<file path="src/rtl/mc_controller.sv">
// Multicycle RV32I control unit: Moore FSM sequencing fetch/decode/execute/writeback,
// with optional memory handshake stalls and optional trap on illegal instructions.
module mc_controller #(
  parameter bit MEM_HANDSHAKE = 1'b0,
  parameter bit ILLEGAL_TRAP  = 1'b1
) (
  input  logic       clk,
  input  logic       reset,
  input  logic [6:0] op,
  input  logic [2:0] funct3,
  input  logic       funct7b5,
  input  logic       Zero,
  input  logic       Lt,
  input  logic       Ltu,
  input  logic       mem_ready,
  output logic [2:0] ImmSrc,
  output logic [1:0] ALUSrcA,
  output logic [1:0] ALUSrcB,
  output logic [1:0] ResultSrc,
  output logic       AdrSrc,
  output logic [3:0] ALUControl,
  output logic       IRWrite,
  output logic       PCWrite,
  output logic       RegWrite,
  output logic       MemWrite,
  output logic       Illegal,
  output logic       Retire
);

  typedef enum logic [3:0] {
    S_FETCH, S_DECODE, S_MEMADR, S_MEMREAD, S_MEMWB, S_MEMWRITE, S_EXECR, S_EXECI,
    S_ALUWB, S_BRANCH, S_JAL, S_JALR1, S_JALR2, S_LUI, S_AUIPC, S_TRAP
  } state_t;

  localparam logic [6:0] OP_LW = 7'b0000011, OP_SW = 7'b0100011, OP_R = 7'b0110011,
                         OP_I = 7'b0010011, OP_BR = 7'b1100011, OP_JAL = 7'b1101111,
                         OP_JALR = 7'b1100111, OP_LUI = 7'b0110111, OP_AUIPC = 7'b0010111;
  localparam logic [3:0] ALU_ADD = 4'b0000, ALU_SUB = 4'b0001;

  state_t state_r, state_next_s;
  logic mem_ok_s;
  logic ir_write_s, pc_write_s, reg_write_s, mem_write_s, illegal_s, retire_s;
  state_t bad_next_s;

  function automatic logic [3:0] alu_decode(input logic [2:0] f3, input logic op5, input logic f7);
    logic [3:0] code;
    case (f3)
      3'b000:  code = (op5 && f7) ? ALU_SUB : ALU_ADD;
      3'b001:  code = 4'b0110;
      3'b010:  code = 4'b0101;
      3'b011:  code = 4'b1001;
      3'b100:  code = 4'b0100;
      3'b101:  code = f7 ? 4'b1000 : 4'b0111;
      3'b110:  code = 4'b0011;
      3'b111:  code = 4'b0010;
      default: code = ALU_ADD;
    endcase
    return code;
  endfunction

  function automatic logic branch_taken(input logic [2:0] f3, input logic z, input logic lt, input logic ltu);
    logic tk;
    case (f3)
      3'b000:  tk = z;
      3'b001:  tk = !z;
      3'b100:  tk = lt;
      3'b101:  tk = !lt;
      3'b110:  tk = ltu;
      3'b111:  tk = !ltu;
      default: tk = 1'b0;
    endcase
    return tk;
  endfunction

  assign mem_ok_s   = MEM_HANDSHAKE ? mem_ready : 1'b1;
  assign bad_next_s = ILLEGAL_TRAP ? S_TRAP : S_FETCH;

  // State register; reset abandons any instruction in flight.
  always_ff @(posedge clk or negedge reset) begin
    if (!reset) state_r <= S_FETCH;
    else        state_r <= state_next_s;
  end

  // Next-state and datapath controls, decoded from the current state.
  always_comb begin
    state_next_s = state_r;
    ALUSrcA      = 2'b00;
    ALUSrcB      = 2'b00;
    ResultSrc    = 2'b00;
    AdrSrc       = 1'b0;
    ALUControl   = ALU_ADD;
    ir_write_s   = 1'b0;
    pc_write_s   = 1'b0;
    reg_write_s  = 1'b0;
    mem_write_s  = 1'b0;
    illegal_s    = 1'b0;
    retire_s     = 1'b0;
    case (state_r)
      S_FETCH: begin
        ALUSrcB    = 2'b10;
        ResultSrc  = 2'b10;
        ir_write_s = mem_ok_s;
        pc_write_s = mem_ok_s;
        if (mem_ok_s) state_next_s = S_DECODE;
        else          state_next_s = S_FETCH;
      end
      S_DECODE: begin
        ALUSrcA = 2'b01;
        ALUSrcB = 2'b01;
        case (op)
          OP_LW, OP_SW: state_next_s = S_MEMADR;
          OP_R:         state_next_s = S_EXECR;
          OP_I:         state_next_s = S_EXECI;
          OP_BR:        state_next_s = (funct3 == 3'b010 || funct3 == 3'b011) ? bad_next_s : S_BRANCH;
          OP_JAL:       state_next_s = S_JAL;
          OP_JALR:      state_next_s = S_JALR1;
          OP_LUI:       state_next_s = S_LUI;
          OP_AUIPC:     state_next_s = S_AUIPC;
          default:      state_next_s = bad_next_s;
        endcase
      end
      S_MEMADR, S_JALR1: begin
        ALUSrcA = 2'b10;
        ALUSrcB = 2'b01;
        if (state_r == S_JALR1)  state_next_s = S_JALR2;
        else if (op == OP_LW)    state_next_s = S_MEMREAD;
        else                     state_next_s = S_MEMWRITE;
      end
      S_MEMREAD: begin
        AdrSrc = 1'b1;
        if (mem_ok_s) state_next_s = S_MEMWB;
        else          state_next_s = S_MEMREAD;
      end
      S_MEMWRITE: begin
        AdrSrc      = 1'b1;
        mem_write_s = mem_ok_s;
        retire_s    = mem_ok_s;
        if (mem_ok_s) state_next_s = S_FETCH;
        else          state_next_s = S_MEMWRITE;
      end
      S_MEMWB: begin
        ResultSrc    = 2'b01;
        reg_write_s  = 1'b1;
        retire_s     = 1'b1;
        state_next_s = S_FETCH;
      end
      S_EXECR, S_EXECI: begin
        ALUSrcA      = 2'b10;
        ALUSrcB      = (state_r == S_EXECI) ? 2'b01 : 2'b00;
        ALUControl   = alu_decode(funct3, op[5], funct7b5);
        state_next_s = S_ALUWB;
      end
      S_ALUWB: begin
        reg_write_s  = 1'b1;
        retire_s     = 1'b1;
        state_next_s = S_FETCH;
      end
      S_BRANCH: begin
        ALUSrcA      = 2'b10;
        ALUControl   = ALU_SUB;
        pc_write_s   = branch_taken(funct3, Zero, Lt, Ltu);
        retire_s     = 1'b1;
        state_next_s = S_FETCH;
      end
      S_JAL, S_JALR2: begin
        ALUSrcA      = 2'b01;
        ALUSrcB      = 2'b10;
        pc_write_s   = 1'b1;
        state_next_s = S_ALUWB;
      end
      S_LUI, S_AUIPC: begin
        ALUSrcA      = (state_r == S_LUI) ? 2'b11 : 2'b01;
        ALUSrcB      = 2'b01;
        state_next_s = S_ALUWB;
      end
      S_TRAP: begin
        illegal_s    = 1'b1;
        state_next_s = S_TRAP;
      end
      default: state_next_s = S_FETCH;
    endcase
  end

  // Immediate format follows the opcode regardless of state.
  always_comb begin
    case (op)
      OP_LW, OP_I, OP_JALR: ImmSrc = 3'b000;
      OP_SW:                ImmSrc = 3'b001;
      OP_BR:                ImmSrc = 3'b010;
      OP_JAL:               ImmSrc = 3'b011;
      OP_LUI, OP_AUIPC:     ImmSrc = 3'b100;
      default:              ImmSrc = 3'b000;
    endcase
  end

  // Reset gates the enables combinationally so they drop without waiting for a clock.
  assign IRWrite  = reset & ir_write_s;
  assign PCWrite  = reset & pc_write_s;
  assign RegWrite = reset & reg_write_s;
  assign MemWrite = reset & mem_write_s;
  assign Illegal  = reset & illegal_s;
  assign Retire   = reset & retire_s;

endmodule

</file>
<file path="config.mk">
export PLATFORM = sky130hd
export DESIGN_NAME = mc_controller
export DESIGN_NICKNAME = d
export VERILOG_FILES = /design/src/rtl/mc_controller.sv
export SDC_FILE = /design/constraint.sdc
export NUM_CORES = 1
export LEC_CHECK = 0
export ABC_AREA = 1
export ABC_CLOCK_PERIOD_IN_PS = 1000
export BUFFER_PORTS_ARGS = -buffer_cell sky130_fd_sc_hd__buf_2
export CORE_MARGIN = 2
export CORE_UTILIZATION = 41
export CTS_CLUSTER_SIZE = 12
export DETAILED_ROUTE_END_ITERATION = 6
export GPL_TIMING_DRIVEN = 0
export PLACE_DENSITY = 0.73
export SLEW_MARGIN = 30
export SYNTH_ARGS = -nofsm -noshare
export SYNTH_HDL_FRONTEND = slang
export SYNTH_SLANG_ARGS = --single-unit
</file>
<file path="constraint.sdc">
create_clock -name clk -period 1 [get_ports clk]
set_input_delay 0.1 -clock clk [delete_from_list [all_inputs] [get_ports clk]]
set_output_delay 0.1 -clock clk [all_outputs]
set_load 0.01 [all_outputs]
</file>
Word-level counts from Yosys, hierarchy flattened
Index checks and enable logic that the tools add are counted.
- bits in registers: 4
- bits of input ports: 17
- word-level logic and storage cells: 81
- equal/unequal tests: 31
- multiplexer cells: 23
- bitwise logic cells: 6
- reductions and logical operators: 20
- operator list (kind ; count):
    $pmux W4 S8 ; 2
    $eq A4 B4 Y1 const B ; 8
    $pmux W4 S7 ; 1
    $eq A7 B6 Y1 const B ; 3
    $eq A7 B7 Y1 const B ; 3
    $eq A4 B3 Y1 const B ; 4
    $eq A7 B5 Y1 const B ; 2
    $reduce_or A2 Y1 ; 7
    $eq A3 B3 Y1 const B ; 4
    $pmux W2 S3 ; 2
    $pmux W3 S4 ; 1
    $reduce_or A5 Y1 ; 2
    $eq A4 B2 Y1 const B ; 2
    $mux W1 ; 8
    $mux W4 ; 2
    $pmux W4 S2 ; 1
    $eq A7 B2 Y1 const B ; 1
    $and A1 B1 Y1 ; 6
    $eq A3 B2 Y1 const B ; 2
    $mux W3 ; 2
    $pmux W1 S6 ; 1
    $reduce_or A3 Y1 ; 2
    $reduce_or A6 Y1 ; 1
    $eq A4 B1 Y1 const B ; 1
    10 further kinds ; 12

Depth between registers and ports, before layout
Gate-level depths: netlist (run 1).
- depth after elaboration: 5
- gate-level depth with buffers: 10
- gate-level depth less buffers: 10

Worst setup path after synthesis (run 1)
Ideal clock, no wire load.
- kind: flip-flop to output port
- start: reg state_r[1]
- end: out PCWrite
- data arrival time: 1177 ps
- data required time: 900 ps
- setup slack: -277 ps
- cell stages (with the launch flop): 6
- buffers on the path: 0
- cells stage by stage: dfrtp_1 > nor2_1 > inv_1 > nor2_1 > nor2_1 > a21oi_1
- longest elaborated chain between the ends: 4
- elaborated cells between the ends (all ways): 7
- RTL lines (item ; RTL line ; RTL):
    from (decl) ; 40 ; state_t state_r, state_next_s;
    from (signal assigned) ; 81 ; else state_r <= state_next_s;
    $eq A4 B4 Y1 or $logic_not A4 Y1 (tied branches) ; 98 ; case (state_r)
    $reduce_or A3 Y1 (no source line) ; n/a ;
    $pmux W1 S2 (*) ; 98 ;
    $and A1 B1 Y1 (*) ; 198 ; assign PCWrite = reset & pc_write_s;
    to (decl) ; 23 ; output logic PCWrite,
Mark *: on every way between the ends. The rest lies on a longest branch, timed or not.

Final worst setup path (run 1)
- start: reg state_r[2]
- end: out ALUSrcB[0]
- longest elaborated chain between the ends: 3
- elaborated cells between the ends (all ways): 15
- RTL lines (item ; RTL line ; RTL):
    $eq A4 B4 Y1 (tied with other cells) ; 98 ;
    $reduce_or A5 Y1 (no source line) (tied with other cells) ; n/a ;
    $pmux W2 S3 (*) ; 98 ;
    to (decl) ; 18 ; output logic [1:0] ALUSrcB,
Marks and branches as above.

==> results of run 1 <==
[logic make-up (layout without fill, tap and decap cells)]
kind of cell,after synthesis,in the layout,synth area share [%]
AND/OR/NAND/NOR,96,96,56.70
buffers and inverters,27,76,13.24
flip-flops,4,4,13.07
AO/OA/AOI/OAI,23,23,16.99
[what timing repair did]
action                                  4_1_cts  5_1_grt
hold buffers                                  1        0
endpoints found under the setup margin       21       23
hold endpoints to repair                      4        0
buffers inserted                              7        3
pin swaps                                     7       10
resized for setup                            32       16
[cell type report]
class	instances	area, µm²	area share (%)
inverter	27	111.4	8.873
tap	25	31.28	2.493
timing repair buffer	46	280.3	22.33
multi-input combinational	119	705.7	56.23
sequential	4	103.9	8.275
clock buffer	3	22.52	1.795
[final timing paths]
kind,endpoint,slack (ns),from
max in group asynchronous,state_r[1]$_DFF_PN0_,0.57,reset
worst max-delay path,ALUSrcB[0],-0.58,state_r[2]$_DFF_PN0_
min in group asynchronous,state_r[2]$_DFF_PN0_,0.23,reset
worst min register to register,state_r[0]$_DFF_PN0_,0.70,state_r[0]$_DFF_PN0_
worst max register to register,state_r[2]$_DFF_PN0_,-0.37,state_r[0]$_DFF_PN0_
worst min-delay path,state_r[3]$_DFF_PN0_,0.19,op[6]
[through the flow]
stage          utilization [%]  std cells
3_5_place_dp             57.63        210
5_1_grt                  71.90        224
4_1_cts                  67.60        221
6_report                 71.90        224
3_3_place_gp             57.63        210
2_1_floorplan                -        150
[Yosys cell counts (all sizes together)]
cell type	number
nor3	4
inv	27
o22ai	1
o31ai	1
a31oi	1
nand3	10
nand2	45
o21ai	7
dfrtp	4
nand3b	1
o211ai	4
a21oi	9
nor2	36
[power groups by stage]
stage	clock network, mW	logic, mW	registers, mW
floorplan	0	0.926	0.293
global placement	0	1.31	0.304
detailed placement	0	1.34	0.309
CTS	0.207	1.84	0.364
global route	0.224	2.27	0.398
finish	0.207	2.12	0.395
[placed cells by master, fill, tap and decap left out]
master | netlist | layout
o211ai_1 | 4 | 4
a31oi_2 | 0 | 1
buf_2 | 0 | 33
nand2_1 | 38 | 34
nand2_4 | 0 | 1
nor2_1 | 28 | 15
buf_4 | 0 | 8
inv_2 | 3 | 7
a21oi_2 | 0 | 4
o21ai_2 | 0 | 2
nand2_2 | 7 | 10
nand3b_1 | 1 | 1
a21oi_1 | 9 | 5
nor3_1 | 4 | 1
inv_1 | 24 | 16
inv_4 | 0 | 4
nor3_2 | 0 | 3
o31ai_1 | 1 | 1
nor2_2 | 5 | 8
buf_6 | 0 | 4
o21ai_0 | 7 | 4
dfrtp_2 | 0 | 3
o22ai_1 | 1 | 1
nor2_4 | 3 | 13
o21ai_1 | 0 | 1
dlygate4sd3_1 | 0 | 1
nand3_1 | 10 | 10
dfrtp_1 | 4 | 1
clkbuf_4 | 0 | 3
[critical path, stage by stage (launching register included)]
cell,delay [ns]
dfrtp_2,0.45
nor2_4,0.18
inv_4,0.09
nor2_4,0.12
o211ai_1,0.13
o211ai_1,0.10
buf_2,0.15
[routing by layer]
layer / wire (µm) / GRT usage (%) / share of wire (%) / up-vias
li1: - / - / - / 577
met1: 1071 / 26.59 / 40 / 503
met2: 1377 / 41.64 / 52 / 54
met3: 193 / 6.923 / 7.2 / 4
met4: 26 / 4.444 / 0.97 / 0
met5: 0 / 0 / 0 / -
==> results_dict.tcl, run 1 <==
set metrics [dict create \
    status "complete, but fails checks" \
    violations "negative setup slack" \
    slew_headroom_pct 83.05 \
    yosysWarnings 0 \
    clock_power_share_pct 7.6 \
    antenna_left 0 \
    ys_seq_area_share_pct 13.07 \
    antenna_found_initial 0 \
    place_congestion 0.9033 \
    p_seq_share_pct 14.5 \
    antenna_cells 0 \
    fin_area_um2 1255 \
    tightest_slew_ns 0.2539 \
    cts_max_path_buffers 2 \
    grt-ovfl-total 0 \
    critPathRequiredTime_ns 0.90 \
    critPathLaunchType "flip-flop" \
    drt-pass1-iter-count 4 \
    crit_path_end_kind "output pin" \
    clk_pin_slew_ns 0.04 \
    rsz0062_at_grt "yes" \
    drive_above_1_share_pct 52.26 \
    largest_register_ffs 4 \
    p_comb_share_pct 77.8 \
    via_count 1138 \
    fin_nets 218 \
    htree_levels 1 \
    place_area_um2 1006 \
    cp_max_fo 5 \
    power_mw 2.717 \
    synthesis.area_um2 765.7 \
    worst_ir_drop_vdd_uv 1047 \
    n_fill_cell 149 \
    cts-root-buf "clkbuf_4" \
    cts_buffers 3 \
    vias_per_cell 5.080 \
    timing.final.ws_setup_ns -0.5758 \
    dieArea_um2 2229 \
    hold_violations 0 \
    io_pins 37 \
    fin_skew_ns 0.006488 \
    grt_pass1_vias 928 \
    grt_start_max_net_pins 8 \
    worst_hold_slack_ns 0.1878 \
    die_y_um 47.22 \
    period_share_pct 157.6 \
    synth_area_leader_cell "nand2_1" \
    top_register "state_r" \
    intPower_mw 1.254 \
    finalSetupViolations 21 \
    tritoncts "built" \
    p_per_area_nw_per_um2 2165 \
    io_buffers 35 \
    top_regs "state_r: 4 flops" \
    setup_tns_ns -8.692 \
    layout_min_cycle_time_ns 1.576 \
    whs_path_depth 3 \
    p_leak_nw 0.6681 \
    wl_um 2669 \
    hpwl_um 1783 \
    synth_top_area_share_pct 18.63 \
    grt_first_pass_wirelength_um 3726 \
    synthCells 150 \
    die_w_um 47.22 \
    clk_latency_ns 0.24 \
    synth_fp_nets 167 \
    drv_slew 0 \
    avgSynthCellArea_um2 5.105 \
    hold_path.class "input port to flip-flop" \
    cts.sinks 4 \
    ys_ff_latch 4 \
    fmax_mhz 634.6 \
    core_area_um2 1745 \
    start_util_pct 43.87 \
    critPathArrivalTime_ns 1.48 \
    drc 0 \
    netSwitchingFraction_pct 53.85 \
    drv_cap 0 \
    rows 15 \
    synth_area_leaders "nand2_1, nor2_1, dfrtp_1" \
    wire_per_inst_um 11.92 \
    p_sw_mw 1.463 \
    ys_types 17 \
    drtIter0Drc 31 \
    place_ws_ns -0.3477 \
    reg2reg_depth 8 \
    area_growth_pct 63.89 \
    criticalPathCategory "flip-flop to output pin" \
    grt.total_usage_pct 22.96 \
]
(Power assumes the default switching activity.)
==> run 2, diff against run 1 <==
--- a/config.mk
+++ b/config.mk
@@ -10,4 +10,6 @@
 export BUFFER_PORTS_ARGS = -buffer_cell sky130_fd_sc_hd__buf_2
+export CORE_ASPECT_RATIO = 1.25
 export CORE_MARGIN = 2
 export CORE_UTILIZATION = 41
+export CTS_CLUSTER_DIAMETER = 60
 export CTS_CLUSTER_SIZE = 12
==> constraint.sdc (replaced) <==
create_clock -name clk -period 1 [get_ports clk]
set_input_delay 0.15 -clock clk [delete_from_list [all_inputs] [get_ports clk]]
set_output_delay 0.15 -clock clk [all_outputs]
set_load 0.01 [all_outputs]
==> run 2 against run 1 <==
Effect of this change:
- the run still ends with negative setup slack left
- global-route usage up 3.3 points
- critical path depth up 1
- clock power about the same
- sequential share of layout area down 0.70 points
- first-iteration DRC count decreased by 9.7%
- critical endpoint unchanged
==> results_dict.tcl, run 2 (synthesized netlist as in run 1, its figures left out) <==
set metrics [dict create \
    dieArea_um2 2232 \
    drv_slew 0 \
    fin_util_pct 77.60 \
    antenna_left 0 \
    cp_max_fo 3 \
    vias_per_cell 5.170 \
    violations "negative setup slack" \
    grt_first_pass_wirelength_um 4547 \
    drive_above_1_share_pct 57.62 \
    wire_per_inst_um 12.78 \
    n_fill_cell 147 \
    critPathArrivalTime_ns 1.43 \
    tritoncts "built" \
    layout_common_cells "nand2_1, buf_2, buf_4, nor2_1" \
    r2r-end "state_r[3]$_DFF_PN0_" \
    timing.final.ws_setup_ns -0.5824 \
    antenna_found_initial 0 \
    layout_min_cycle_time_ns 1.582 \
    ff_latch_area_um2 103.9 \
    wl_um 2926 \
    tightest_slew_ns 0.2370 \
    grt-ovfl-total 0 \
    area_growth_pct 78.92 \
    p_per_area_nw_per_um2 1845 \
    largest_register_ffs 4 \
    critPathLaunchType "flip-flop" \
    criticalPathCategory "flip-flop to output pin" \
    cts.sinks 4 \
    worst_ir_drop_vdd_uv 1325 \
    cts-root-buf "clkbuf_4" \
    fin_skew_ns 0.0009318 \
    drtIter0Drc 28 \
    drv_cap 0 \
    place_ws_ns -0.3790 \
    rsz0062_at_grt "yes" \
    critPathRequiredTime_ns 0.85 \
    period_share_pct 158.2 \
    rows 17 \
    grt.total_usage_pct 26.22 \
    io_buffers 35 \
    hold_violations 0 \
    fmax_mhz 631.9 \
    hpwl_um 1831 \
    core_area_um2 1765 \
    cts_max_path_buffers 2 \
    finalSetupViolations 21 \
    via_count 1184 \
    r2r_slack_ns -0.24 \
    drc 0 \
    worstSetupStartpoint "state_r[0]$_DFF_PN0_" \
    grt_pass1_vias 1159 \
    drt-pass1-iter-count 5 \
    worstSetupEndpoint "ALUSrcB[0]" \
    io_pins 37 \
    crit_path_end_kind "output pin" \
    cts_buffers 3 \
    top_register "state_r" \
    reg2reg_depth 6 \
    status "complete, but fails checks" \
    die_y_um 52.32 \
    multi_input_area_um2 720.7 \
    top_regs "state_r: 4 flops" \
    p_leak_nw 0.7431 \
    timing.rr.start "state_r[3]$_DFF_PN0_" \
    antenna_cells 0 \
    final_common_cell "nand2_1" \
    die_w_um 42.66 \
    place_congestion 0.8491 \
    slew_headroom_pct 84.14 \
    clk_pin_slew_ns 0.04 \
    start_util_pct 43.37 \
    grt_start_max_net_pins 8 \
    hold_path.class "input port to flip-flop" \
    fin_nets 229 \
    htree_levels 1 \
    clk_latency_ns 0.24 \
]
==> run 2: cell types whose count changed in the layout (fill, tap and decap cells not counted), moves of 3 or more <==
cell	delta
buf_4	+12
inv_1	-4
nand2_1	-3
inv_2	+4
nor3_2	-3
buf_2	-4
nor3_1	+3
==> run 2: stage by stage <==
| step | hold WS [ns] | cells | setup TNS [ns] | power (mW) | instance area [µm²] |
|---|---|---|---|---|---|
| finish | 0.2940 | 229 | -8.700 | 2.528 | 1370 |
| floorplan | -0.1456 | 150 | -1.571 | 1.220 | 802.0 |
| global placement | -0.03975 | 204 | -4.334 | 1.605 | 1001 |
| detailed placement | -0.03133 | 204 | -4.736 | 1.638 | 1001 |
| CTS | 0.2592 | 222 | -8.221 | 2.165 | 1186 |
| global route | 0.3008 | 229 | -10.33 | 2.727 | 1370 |
==> run 2: worst min path at each step <==
stage	start	endpoint	slack [ns]	cells after the start
2_1_floorplan	reset	state_r[0]$_DFF_PN0_	-0.15	0
3_3_place_gp	reset	state_r[3]$_DFF_PN0_	-0.04	1
3_5_place_dp	reset	state_r[2]$_DFF_PN0_	-0.03	1
4_1_cts	op[6]	state_r[3]$_DFF_PN0_	0.26	3
5_1_grt	op[6]	state_r[3]$_DFF_PN0_	0.30	3
6_report	op[6]	state_r[3]$_DFF_PN0_	0.29	3
==> run 2: power by group <==
group          switching, mW  total (mW)  internal, mW
logic                   1.14        1.95         0.815
clock network         0.0698       0.204         0.134
registers              0.129       0.372         0.243
==> run 2: what timing repair did <==
item                                    in CTS  in global routing
endpoints found under the setup margin      24                 24
buffers inserted                            14                  7
hold buffers                                 1                  0
pin swaps                                    9                 12
resized for setup                           23                 41
endpoints found under the hold margin        4                  0
==> run 2: area by class of cell <==
class                      count  area share (%)
timing repair buffer          57           28.31
inverter                      27           8.128
clock buffer                   3           1.644
sequential                     4           7.580
tap                           19           1.735
multi-input combinational    119           52.60
==> run 2: worst max-delay path, cell delays in order (launching register included) <==
cell and delay, ns:
dfrtp_1 0.41, inv_2 0.12, nor2_4 0.05, inv_4 0.08, nor2_4 0.05, o211ai_1 0.21, o211ai_1 0.12, buf_2 0.15
==> run 2: layer usage <==
| layer | part of all wire, % | track usage [%] | vias to the layer above |
|---|---|---|---|
| met2 | 55 | 50.51 | 52 |
| met1 | 38 | 26.50 | 534 |
| met3 | 5.8 | 3.103 | 4 |
| met5 | 0 | 0 | - |
| met4 | 0.89 | 15.10 | 0 |
| li1 | - | - | 594 |
==> run 3, diff against run 2 <==
ABC_AREA = unset   (was 1)
CORE_UTILIZATION = 40   (was 41)
==> run 3 against run 2 <==
Effect of this change:
- clock power increased by 8%
- clock skew increased by 0.0085 ns
- the flow still finishes with violations (negative setup slack)
- area after synthesis shrank 4.9%
- largest cell class unchanged
- utilization is 12 points higher
- global-route usage up 0.31 points
- synthesized cell count shrank 27%
- cell count is 18% lower
- critical path type unchanged
==> results_dict.tcl, run 3 <==
set metrics [dict create \
    status "complete, but fails checks" \
    violations "negative setup slack" \
    finalSetupViolations 23 \
    synthesis.area_um2 728.2 \
    cts_max_path_buffers 2 \
    drc 0 \
    place_congestion 0.8199 \
    wl_um 3657 \
    criticalPathCategory "flip-flop to output pin" \
    cts.sinks 4 \
    hold_path.class "input port to flip-flop" \
    fin_skew_ns 0.009473 \
    layout_min_cycle_time_ns 1.676 \
    p_per_area_nw_per_um2 2710 \
    drv_slew 0 \
    top_register "state_r" \
    fin_util_pct 89.31 \
    clk_pin_slew_ns 0.05 \
    fin_area_um2 1558 \
    r2r-end "state_r[1]$_DFF_PN0_" \
    path_cells "buf_8, or2_4, a311oi_4, buf_2" \
    crit_slowest_cell "dfrtp_1" \
    placed_cells 158 \
    grt.total_usage_pct 26.53 \
    rows 17 \
    worstSetupStartpoint "state_r[3]$_DFF_PN0_" \
    grt_pass1_vias 990 \
    io_buffers 30 \
    grt-ovfl-total 0 \
    cts_buffers 3 \
    synth_edf_count 0 \
    start_util_pct 41.75 \
    hold_violations 0 \
    timing.rr.start "state_r[3]$_DFF_PN0_" \
    synthCells 109 \
    die_w_um 42.16 \
    ys_types 38 \
    path_buf_inv 2 \
    r2r_slack_ns -0.61 \
    cts-root-buf "clkbuf_4" \
    cp_max_fo 4 \
    drt-pass1-iter-count 4 \
    power_mw 4.222 \
    fmax_mhz 596.7 \
    rsz0062_at_grt "yes" \
    antenna_cells 0 \
    wire_per_inst_um 19.45 \
    tritoncts "built" \
    drtIter0Drc 37 \
    via_count 1169 \
    synth_ff_type "dfrtp_1" \
    yosysMostFrequentCell "nor2_1" \
    top_regs "state_r: 4 flops" \
    synthArstFlopShare_pct 100.0 \
    largest_register_ffs 4 \
    grt_first_pass_wirelength_um 4498 \
    yosysWarnings 0 \
    die_y_um 51.71 \
    drive_above_1_share_pct 65.09 \
    synth_commonest_cells "nor2_1, nand2_1, clkbuf_1, nor3_1, a21oi_1" \
    reg2reg_depth 7 \
    final_common_cell "buf_2" \
    critPathRequiredTime_ns 0.85 \
    synth_fp_nets 126 \
    grt_start_max_net_pins 11 \
    critPathArrivalTime_ns 1.53 \
    p_leak_nw 0.7197 \
    dieArea_um2 2180 \
    synth_top_area_share_pct 13.75 \
    drv_cap 0 \
    critPathLaunchType "flip-flop" \
    io_pins 37 \
    timing.final.ws_setup_ns -0.6760 \
    clk_latency_ns 0.25 \
    tightest_slew_ns 0.4228 \
    cpPeakStageDelay_ns 0.42 \
    worst_ir_drop_vdd_uv 1704 \
    period_share_pct 167.6 \
    avgSynthCellArea_um2 6.681 \
    post_layout_nonfiller_instances 188 \
    core_area_um2 1744 \
    cp_num_cells 4 \
    worstSetupEndpoint "ALUControl[2]" \
    synth_area_leaders "dfrtp_1, nor2_1, xnor2_1" \
    hpwl_um 1611 \
    crit_path_end_kind "output pin" \
    place_area_um2 1084 \
    area_growth_pct 113.9 \
    slew_headroom_pct 71.41 \
    htree_levels 1 \
    layout_common_cells "buf_2, buf_6, buf_4, nor2_1" \
    ys_seq_area_share_pct 13.75 \
    vias_per_cell 6.218 \
    synth_area_leader_cell "dfrtp_1" \
    fin_nets 188 \
    ys_ff_latch 4 \
    antenna_left 0 \
    antenna_found_initial 0 \
    critPathTopFamily "flip-flops" \
]
run 3: changes by cell type after synthesis, sizes merged, moves of 4 or more:
cell,delta
and3,+4
clkbuf,+7
inv,-24
nand2,-34
nand3,-7
nand4,+4
nor2,-23
nor2b,+5
o211ai,-4
xnor2,+5
run 3: how the worst min path moves through the flow:
stage,startpoint,endpoint,slack (ns),cells after the start
after floorplan,reset,state_r[0]$_DFF_PN0_,-0.15,0
after global placement,reset,state_r[0]$_DFF_PN0_,-0.007,1
after detailed placement,reset,state_r[0]$_DFF_PN0_,-0.007,1
after CTS,op[3],state_r[2]$_DFF_PN0_,0.26,4
after global routing,op[3],state_r[2]$_DFF_PN0_,0.33,4
final,op[3],state_r[2]$_DFF_PN0_,0.34,4
run 3: worst reg2reg max path, stage by stage, from the launching register on:
cell	delay [ns]
dfrtp_1	0.42
buf_8	0.15
buf_4	0.13
buf_6	0.11
nor3_4	0.16
nand2_2	0.13
o31a_2	0.35
nand4_1	0.10
run 3: through the flow:
stage / TNS [ns] / setup WS, ns / hold WS, ns
after global routing: -12.70 / -0.6996 / 0.3342
after global placement: -6.538 / -0.5672 / -0.006672
final: -11.83 / -0.6760 / 0.3423
after CTS: -10.06 / -0.5814 / 0.2570
after detailed placement: -6.977 / -0.5752 / -0.006785
after floorplan: -3.950 / -0.5124 / -0.1456
run 3: layer usage:
| metal | GRT usage, % | wire length, µm | vias up |
|---|---|---|---|
| met5 | 0 | 0 | - |
| met4 | 13.02 | 178 | 0 |
| met3 | 2.778 | 207 | 18 |
| met2 | 48.46 | 2068 | 71 |
| met1 | 30.36 | 1203 | 554 |
| li1 | - | - | 526 |
run 3: cell type report:
class / instances / area [µm²]
plain buffers: 10 / 121.4
clock buffers: 3 / 22.52
fillers: 78 / 186.4
inverters: 5 / 31.28
multi-input cells: 90 / 822.0
flip-flops and latches: 4 / 100.1
well taps: 19 / 23.77
repair buffers: 57 / 436.7
run 3: cells by family after synthesis:
| kind of cell | after synthesis | synth area share (%) |
|---|---|---|
| AOI/OAI and AO/OA | 27 | 26.46 |
| xor gates and xnor gates | 6 | 7.216 |
| buffers and inverters | 15 | 9.966 |
| DFF | 4 | 13.75 |
| muxes | 2 | 2.749 |
| and+or+nand+nor | 55 | 39.86 |
run 3: what timing repair did:
item,in CTS,in global routing
hold buffers,1,0
endpoints found under the setup margin,24,24
pin swaps,13,15
gates resized for setup,25,35
endpoints found under the hold margin,4,0
setup buffers,20,9
run 3: power by group:
part	switching, mW	internal, mW
Sequential	0.0630	0.240
Combinational	1.89	1.81
Clock	0.0859	0.136
Total	2.03	2.19
